$ cat src/rtl/taus_urng.sv
// Dual taus88 uniform generator feeding the Box-Muller AWGN datapath.
// Produces 64 random bits per accepted sample behind a single-entry output register.
module taus_urng #(
  parameter logic [31:0] SEED_A1 = 32'h0000_3039,
  parameter logic [31:0] SEED_A2 = 32'h0001_E240,
  parameter logic [31:0] SEED_A3 = 32'h0012_D687,
  parameter logic [31:0] SEED_B1 = 32'h0BC6_14E0,
  parameter logic [31:0] SEED_B2 = 32'h075B_CD15,
  parameter logic [31:0] SEED_B3 = 32'h3ADE_68B1
) (
  input  logic        clk,
  input  logic        rst_n,
  input  logic        en,
  input  logic        seed_we,
  input  logic [2:0]  seed_addr,
  input  logic [31:0] seed_data,
  output logic [31:0] seed_rdata,
  output logic        out_valid,
  input  logic        out_ready,
  output logic [47:0] u0,
  output logic [15:0] u1,
  output logic [31:0] sample_cnt
);

  logic [31:0] a1, a2, a3, b1, b2, b3;
  logic [31:0] na1, na2, na3, nb1, nb2, nb3;
  logic [31:0] ra, rb;
  logic        advance, accept;

  function automatic logic [31:0] step_c1(input logic [31:0] s);
    logic [31:0] t;
    t = ((s << 13) ^ s) >> 19;
    return ((s & 32'hFFFF_FFFE) << 12) ^ t;
  endfunction

  function automatic logic [31:0] step_c2(input logic [31:0] s);
    logic [31:0] t;
    t = ((s << 2) ^ s) >> 25;
    return ((s & 32'hFFFF_FFF8) << 4) ^ t;
  endfunction

  function automatic logic [31:0] step_c3(input logic [31:0] s);
    logic [31:0] t;
    t = ((s << 3) ^ s) >> 11;
    return ((s & 32'hFFFF_FFF0) << 17) ^ t;
  endfunction

  always_comb begin
    na1 = step_c1(a1);
    na2 = step_c2(a2);
    na3 = step_c3(a3);
    nb1 = step_c1(b1);
    nb2 = step_c2(b2);
    nb3 = step_c3(b3);
    ra  = na1 ^ na2 ^ na3;
    rb  = nb1 ^ nb2 ^ nb3;
  end

  // Handshake: a sample transfers on any rising edge where out_valid && out_ready.
  // While out_valid && !out_ready everything holds; a seed write always wins and
  // discards the pending sample without counting it.
  assign accept  = out_valid && out_ready;
  assign advance = en && !seed_we && (!out_valid || out_ready);

  always_comb begin
    case (seed_addr)
      3'd0:    seed_rdata = a1;
      3'd1:    seed_rdata = a2;
      3'd2:    seed_rdata = a3;
      3'd3:    seed_rdata = b1;
      3'd4:    seed_rdata = b2;
      3'd5:    seed_rdata = b3;
      default: seed_rdata = 32'h0;
    endcase
  end

  always_ff @(posedge clk or negedge rst_n) begin
    if (!rst_n) begin
      a1         <= SEED_A1;
      a2         <= SEED_A2;
      a3         <= SEED_A3;
      b1         <= SEED_B1;
      b2         <= SEED_B2;
      b3         <= SEED_B3;
      out_valid  <= 1'b0;
      u0         <= 48'h0;
      u1         <= 16'h0;
      sample_cnt <= 32'h0;
    end else if (seed_we) begin
      // Clamp bits keep every component above its taus88 degenerate range.
      case (seed_addr)
        3'd0:    a1 <= seed_data | 32'h2;
        3'd1:    a2 <= seed_data | 32'h8;
        3'd2:    a3 <= seed_data | 32'h10;
        3'd3:    b1 <= seed_data | 32'h2;
        3'd4:    b2 <= seed_data | 32'h8;
        3'd5:    b3 <= seed_data | 32'h10;
        default: ;
      endcase
      out_valid <= 1'b0;
    end else if (advance) begin
      a1        <= na1;
      a2        <= na2;
      a3        <= na3;
      b1        <= nb1;
      b2        <= nb2;
      b3        <= nb3;
      u0        <= {ra, rb[31:16]};
      u1        <= rb[15:0];
      out_valid <= 1'b1;
      if (accept && sample_cnt != 32'hFFFF_FFFF)
        sample_cnt <= sample_cnt + 32'd1;
    end else if (accept) begin
      out_valid <= 1'b0;
      if (sample_cnt != 32'hFFFF_FFFF)
        sample_cnt <= sample_cnt + 32'd1;
    end
  end

endmodule
$ cat config.mk
export PLATFORM = sky130hd
export DESIGN_NAME = taus_urng
export DESIGN_NICKNAME = d
export VERILOG_FILES = /design/src/rtl/taus_urng.sv
export SDC_FILE = /design/constraint.sdc
export NUM_CORES = 1
export LEC_CHECK = 0
export BUFFER_PORTS_ARGS = -buffer_cell sky130_fd_sc_hd__buf_2
export CAP_MARGIN = 20
export CORE_ASPECT_RATIO = 2
export CORE_MARGIN = 4
export CORE_UTILIZATION = 45
export DETAILED_ROUTE_END_ITERATION = 8
export GPL_TIMING_DRIVEN = 0
export PLACE_DENSITY = 0.63
export SLEW_MARGIN = 0
export SYNTH_ARGS = -nofsm -noshare
export SYNTH_HDL_FRONTEND = slang
export SYNTH_SLANG_ARGS = --single-unit
$ cat constraint.sdc
create_clock -name clk -period 2.2 [get_ports clk]
set_clock_uncertainty 0.05 [all_clocks]
set_input_delay 0 -clock clk [delete_from_list [all_inputs] [get_ports clk]]
set_output_delay 0 -clock clk [all_outputs]
set_load 0.01 [all_outputs]
# == After elaboration in Yosys (flattened, before gate mapping) ==
# Index checks and enable logic that the tools add are counted.
# W data, S select, Z words.
# op_classes
add_sub_neg,1
mul,0
n_div,0
order_cmp,0
n_eq_ne,13
shifts,0
n_mux,26
bitwise,17
n_reduce_logical,20
# op_table
op,n
$mux W32,22
$xor A32 B32 Y32,10
$pmux W32 S6,1
$xor A32 B13 Y32,2
$xor A32 B21 Y32,2
$xor A32 B7 Y32,2
$add A32 B1 Y32 const B,1
$ne A32 B32 Y1 const B,1
$ne A2 B1 Y1 const B,7
$reduce_and A2 Y1,7
$eq A3 B2 Y1 const B,2
$eq A3 B3 Y1 const B,2
$reduce_bool A2 Y1,3
$logic_and A1 B1 Y1,4
$reduce_and A4 Y1,1
$eq A3 B1 Y1 const B,1
$logic_not A3 Y1,1
$mux W1,3
$reduce_bool A3 Y1,1
$logic_not A1 Y1,2
$logic_or A1 B1 Y1,1
$not A1 Y1,1
# totals
ff_bits,289
latchBits,0
mem_bits_rw,0
mem_bits_ro,0
output_inout_bits,129
memories,0

# == Logic depth before layout (Yosys ltp) ==
# logic_depth
word_depth,5
ltp_mapped,8
depth_no_buf,6

# == Worst setup path after synthesis ==
# OpenSTA, ideal clock, no wires.
# synth_timing
path_kind,reg2reg
startpoint,register sample_cnt[0]
endpoint,register sample_cnt[1]
setup_ps,128
t_arrival_ps,1928
required_time_ps,2022
path_slack_ps,95
stages_incl_launch_ff,8
synth_period_minus_slack_ps,2105
cell_sequence,dfrtp_1 -> ha_1 -> and3_1 -> nand3_1 -> or4_1 -> buf_2 -> nand2_1 -> mux2_1
# synth_between
elab_chain_len,4
word_cells_on_any_way,10
# synth_lines
item,line_no,text
from (decl),22,output logic [31:0] sample_cnt
from (signal assigned),112,sample_cnt <= sample_cnt + 32'd1;
from (signal assigned),116,sample_cnt <= sample_cnt + 32'd1;
$add A32 B1 Y32 / $ne A32 B32 Y1 (equally long branches),--,
$mux W32 / $logic_and A1 B1 Y1 (equally long branches),"115, 111",
$mux W32 / $ne A2 B1 Y1 (equally long branches),--,
$mux W32 / $reduce_and A4 Y1 (equally long branches),--,
# Parallel ways exist; a longest one is shown, timed or not. The select of a mux whose other input is x is not followed.
# A chain may end at the register's enable or synchronous reset.

# == Final worst setup path ==
# layout_timing
startpoint,register out_valid
endpoint,register b2[18]
# layout_between
elab_chain_len,5
# layout_lines
item,line_no,text
from (decl),18,"output logic out_valid,"
from (signal assigned),85,out_valid <= 1'b0;
from (signal assigned),100,out_valid <= 1'b0;
from (signal assigned),110,out_valid <= 1'b1;
$logic_not A1 Y1,63,assign advance = en && !seed_we && (!out_valid || out_ready);
$logic_or A1 B1 Y1,63,
$logic_and A1 B1 Y1,63,
$reduce_bool A2 Y1 (no line),--,
$reduce_and A2 Y1 (no line),--,
to (signal assigned),96,3'd4: b2 <= seed_data | 32'h8;
to (signal assigned),106,b2 <= nb2;
to (decl),25,"logic [31:0] a1, a2, a3, b1, b2, b3;"
# No other way between the ends.

==> impl_table.tex <==
\begin{tabular}{lr}
\hline
Metric & Value \\
\hline
\multicolumn{2}{l}{\textbf{Die}} \\
\quad Die span in x & 137 µm \\
\quad Starting utilization of the core area & 0.456 \\
\quad Floorplan die height & 267 µm \\
\quad Number of primary I/O pins & 169 \\
\quad Area inside the core boundary & 33000 µm² \\
\quad Core Rows & 94 \\
\quad Die Footprint & 36700 µm² \\
\multicolumn{2}{l}{\textbf{Detailed routing}} \\
\quad Post-Route WL & 76.7 mm \\
\quad Initial DRT Pass Iterations & 6 \\
\quad DRC violations left & 0 \\
\quad Post-route ant nets & 0 \\
\quad Via density per instance & 6.24 \\
\quad Total number of vias & 14500 \\
\quad Average wire length per cell after detail routing & 33.0 µm \\
\quad First DRT Iteration DRCs & 1503 \\
\multicolumn{2}{l}{\textbf{Yosys}} \\
\quad Largest area contributor in the netlist & sky130\_fd\_sc\_hd\_\_dfrtp\_1 \\
\quad Flip-flop and latch count after synthesis & 289 \\
\quad Simple-gate area share of the yosys netlist & 0.133 \\
\quad Post-synthesis share of cell area spent on xor and xnor gates & 0.139 \\
\quad Compound-gate portion of the synthesized area & 0.178 \\
\quad Number of synthesis warnings & 0 \\
\quad Synthesized instance count & 1642 \\
\quad Multiplexer fraction of the synthesized cell area & 0.0300 \\
\quad Share of the synthesized area in the top cell type & 0.367 \\
\quad Synth cell types & 40 \\
\quad Main combinational cell family by area after synthesis & compound AO/OA/AOI/OAI gates \\
\quad Mean Syn Cell Area & 9.18 µm² \\
\quad Net count after synthesis & 1683 \\
\quad Top cells by area in the synthesized netlist & sky130\_fd\_sc\_hd\_\_dfrtp\_1, sky130\_fd\_sc\_hd\_\_dfstp\_2, sky130\_fd\_sc\_hd\_\_o21ai\_0 \\
\quad Share of synthesized cell area in full adder, half adder and majority cells & 0.000830 \\
\quad Sequential-to-total area share from yosys stat & 0.485 \\
\quad Total standard cell area after synthesis & 15100 µm² \\
\multicolumn{2}{l}{\textbf{STA}} \\
\quad Post-route minimum period & 2.20 ns \\
\quad Tightest Pin Transition & 1.01 ns \\
\quad Final period utilization & 1.00 \\
\quad Setup violators final & 2 \\
\quad Hold Fails Final Rpt & 1 \\
\quad RSZ-0062 raised after global routing & true \\
\quad Achievable frequency & 0.454 GHz \\
\quad Max-slew violation count & 0 \\
\quad Crit path setup slack, layout & -0.00315 ns \\
\quad Post-Route Hold Slack & -0.00728 ns \\
\quad Remaining max-slew budget at the tightest pin & 0.325 \\
\multicolumn{2}{l}{\textbf{Worst setup path}} \\
\quad Type of destination of the critical path & flip-flop \\
\quad Critical path startpoint category & flip-flop \\
\quad Slowest CP cell & sky130\_fd\_sc\_hd\_\_nor3b\_2 \\
\quad Largest driver fanout on the critical path & 10 \\
\quad CP delay by family, top & simple AND/OR/NAND/NOR gates \\
\quad Worst path max stage delay & 0.44 ns \\
\quad Critical path cell sequence & nor2b\_1 -> nor3b\_2 -> clkbuf\_8 -> a21oi\_4 -> clkbuf\_2 -> o21ai\_1 \\
\quad Critical path buffers and inverters & 2 \\
\quad Startpoint-to-endpoint class of the critical path & reg2reg \\
\quad Data arrival time of the critical path & 2.60 ns \\
\quad Critical path required time & 2.60 ns \\
\multicolumn{2}{l}{\textbf{Clocking}} \\
\quad Number of buffers added by the clock tree synthesis step & 28 \\
\quad Number of buffers between clock root and the deepest sink & 3 \\
\quad TritonCTS sink count & 289 \\
\quad Clock root buffer & sky130\_fd\_sc\_hd\_\_clkbuf\_16 \\
\quad Worst-Skew Late Latency & 0.59 ns \\
\quad CTS tree & yes \\
\quad CTS H-tree lvls & 1 \\
\quad Clock slew at the register clock pins of the worst setup and hold paths & 0.07 ns \\
\multicolumn{2}{l}{\textbf{Power and ir drop}} \\
\quad Seq pwr share & 0.432 \\
\quad Max VDD drop & 0.769 mV \\
\quad Switching share of total power & 0.426 \\
\quad Switching pwr & 9.21 mW \\
\quad Power share of the clock group & 0.228 \\
\quad Total leakage power & 8.17 nW \\
\quad Cell area power density & 1200 nW/µm² \\
\quad Share of power burned in combinational logic & 0.340 \\
\quad Internal power & 12.4 mW \\
\quad Post-layout power & 21.6 mW \\
\multicolumn{2}{l}{\textbf{Final layout}} \\
\quad Diodes inserted & 0 \\
\quad Ratio of cells with drive above 1 in the final layout & 0.196 \\
\quad Top library cells by usage in the layout, fill and taps aside & sky130\_fd\_sc\_hd\_\_nand2\_1, sky130\_fd\_sc\_hd\_\_o21ai\_0, sky130\_fd\_sc\_hd\_\_dfrtp\_1 \\
\quad Post-Route Utilization & 0.543 \\
\quad Total number of nets in the final design & 1907 \\
\quad Area growth from synthesis to layout & 19.1\% \\
\multicolumn{2}{l}{\textbf{Global route}} \\
\quad Largest net degree at the start of global routing & 91 \\
\quad Vias in the first global route & 14300 \\
\quad Total routing usage reported by global routing & 0.415 \\
\quad Total global routing overflow & 0 \\
\quad Number of antenna violations at the first check in global routing & 3 \\
\quad Global-route wire length before repair & 106 mm \\
\multicolumn{2}{l}{\textbf{Status}} \\
\quad Run status & finished, violations left \\
\quad Violations in the final reports & hold timing, setup timing \\
\multicolumn{2}{l}{\textbf{Place}} \\
\quad IO buf count & 167 \\
\quad Placer's final routability congestion estimate & 1.11 \\
\quad Post-DP HPWL & 59.1 mm \\
\quad Pre-CTS setup slack & -0.868 ns \\
\multicolumn{2}{l}{\textbf{Worst hold path}} \\
\quad Worst hold path class & in2reg \\
\multicolumn{2}{l}{\textbf{Run}} \\
\quad \# Max-Cap Violations & 0 \\
\hline
\end{tabular}
-- layer usage --
| metal | up-vias | global-route usage | routed length (µm) |
|---|---|---|---|
| met3 | 366 | 0.0656 | 6010 |
| met5 | - | 0 | 27 |
| met1 | 7078 | 0.472 | 25900 |
| li1 | 6087 | - | - |
| met2 | 943 | 0.648 | 35100 |
| met4 | 4 | 0.395 | 9620 |
-- power by group through the flow --
stage | Sequential [mW] | Combinational [mW] | Clock, mW
2_1_floorplan | 8.34 | 4.00 | 0
3_3_place_gp | 9.23 | 6.97 | 0
3_5_place_dp | 9.25 | 7.08 | 0
4_1_cts | 9.18 | 7.17 | 4.92
5_1_grt | 9.31 | 7.88 | 5.15
6_report | 9.34 | 7.34 | 4.93
-- worst register-to-register path, cell delays in order, from the launching register on --
cell                       delay (ns)
sky130_fd_sc_hd__dfrtp_1         0.41
sky130_fd_sc_hd__nor2b_1         0.17
sky130_fd_sc_hd__nor3b_2         0.44
sky130_fd_sc_hd__clkbuf_8        0.34
sky130_fd_sc_hd__a21oi_4         0.10
sky130_fd_sc_hd__clkbuf_2        0.26
sky130_fd_sc_hd__o21ai_1         0.33
-- layout make-up --
class                           instances  area (µm²)
Clock buffer                           38         810
Fill cell                            3124       15100
Inverter                               10        37.5
Tap cell                              432         541
Sequential cell                       289        7330
Buffer                                114         494
Clock inverter                         14        93.8
Timing Repair Buffer                  203        1240
Multi-Input combinational cell       1220        7410
-- worst paths after layout --
check                         end  slack, ns    startpoint  cells after the start
min                         a1[4]     -0.007  seed_data[4]                      4
max reg2reg                b2[18]     -0.003     out_valid                      6
min reg2reg                 u0[7]       0.43         u0[7]                      2
max in group asynchronous  a1[13]       1.10         rst_n                      4
max                        b2[18]     -0.003     out_valid                      6
min in group asynchronous  b3[18]       0.07         rst_n                      2
-- state kept, by name (all words and copies together), names as in the netlist --
name,cells
u1,16
sample_cnt,32
u0,48
out_valid,1
a3,32
b2,32
b3,32
a2,32
a1,32
b1,32
-- Yosys cell counts (all sizes together) --
cell	number
ha	1
nand2b	21
nor2b	1
xor2	108
and3b	3
a21oi	72
or3b	1
nor3b	4
mux2i	44
inv	10
o211a	1
a22oi	102
dfstp	68
or4	2
and2	13
or3	1
nor3	14
nor4	2
dfrtp	221
nand2	305
nand3b	1
xnor2	131
mux2	1
clkbuf	109
nand3	46
and4	3
o21ai	305
o2111ai	2
and3	7
nand4	17
nor2	12
buf	14
-- through the flow --
step	cells	cell area (µm²)	setup TNS [ns]
CTS	2324	17900	0
floorplan	1642	15100	0
global placement	2241	16500	-1240.84
detailed placement	2244	16500	-102.37
global route	2320	18000	-0.508
finish	2320	18000	-0.00543
-- timing repair --
action,in CTS,in global routing
cloned,0,0
endpoints found under the hold margin,217,0
setup endpoints to repair,224,142
hold buffers,23,0
pin swaps,2,2
gates resized for setup,45,44
setup buffers,8,2
-- cells by family (layout without fill, tap and decap cells) --
group                      Yosys count  count (layout)
AOI/OAI and AO/OA                  482             482
xor gates and xnor gates           239             239
adders and majority gates            1               1
buffers and inverters              133             379
DFF                                289             289
muxes                               45              45
and+or+nand+nor                    453             453
Note: power is estimated with default switching activity, not from simulation.
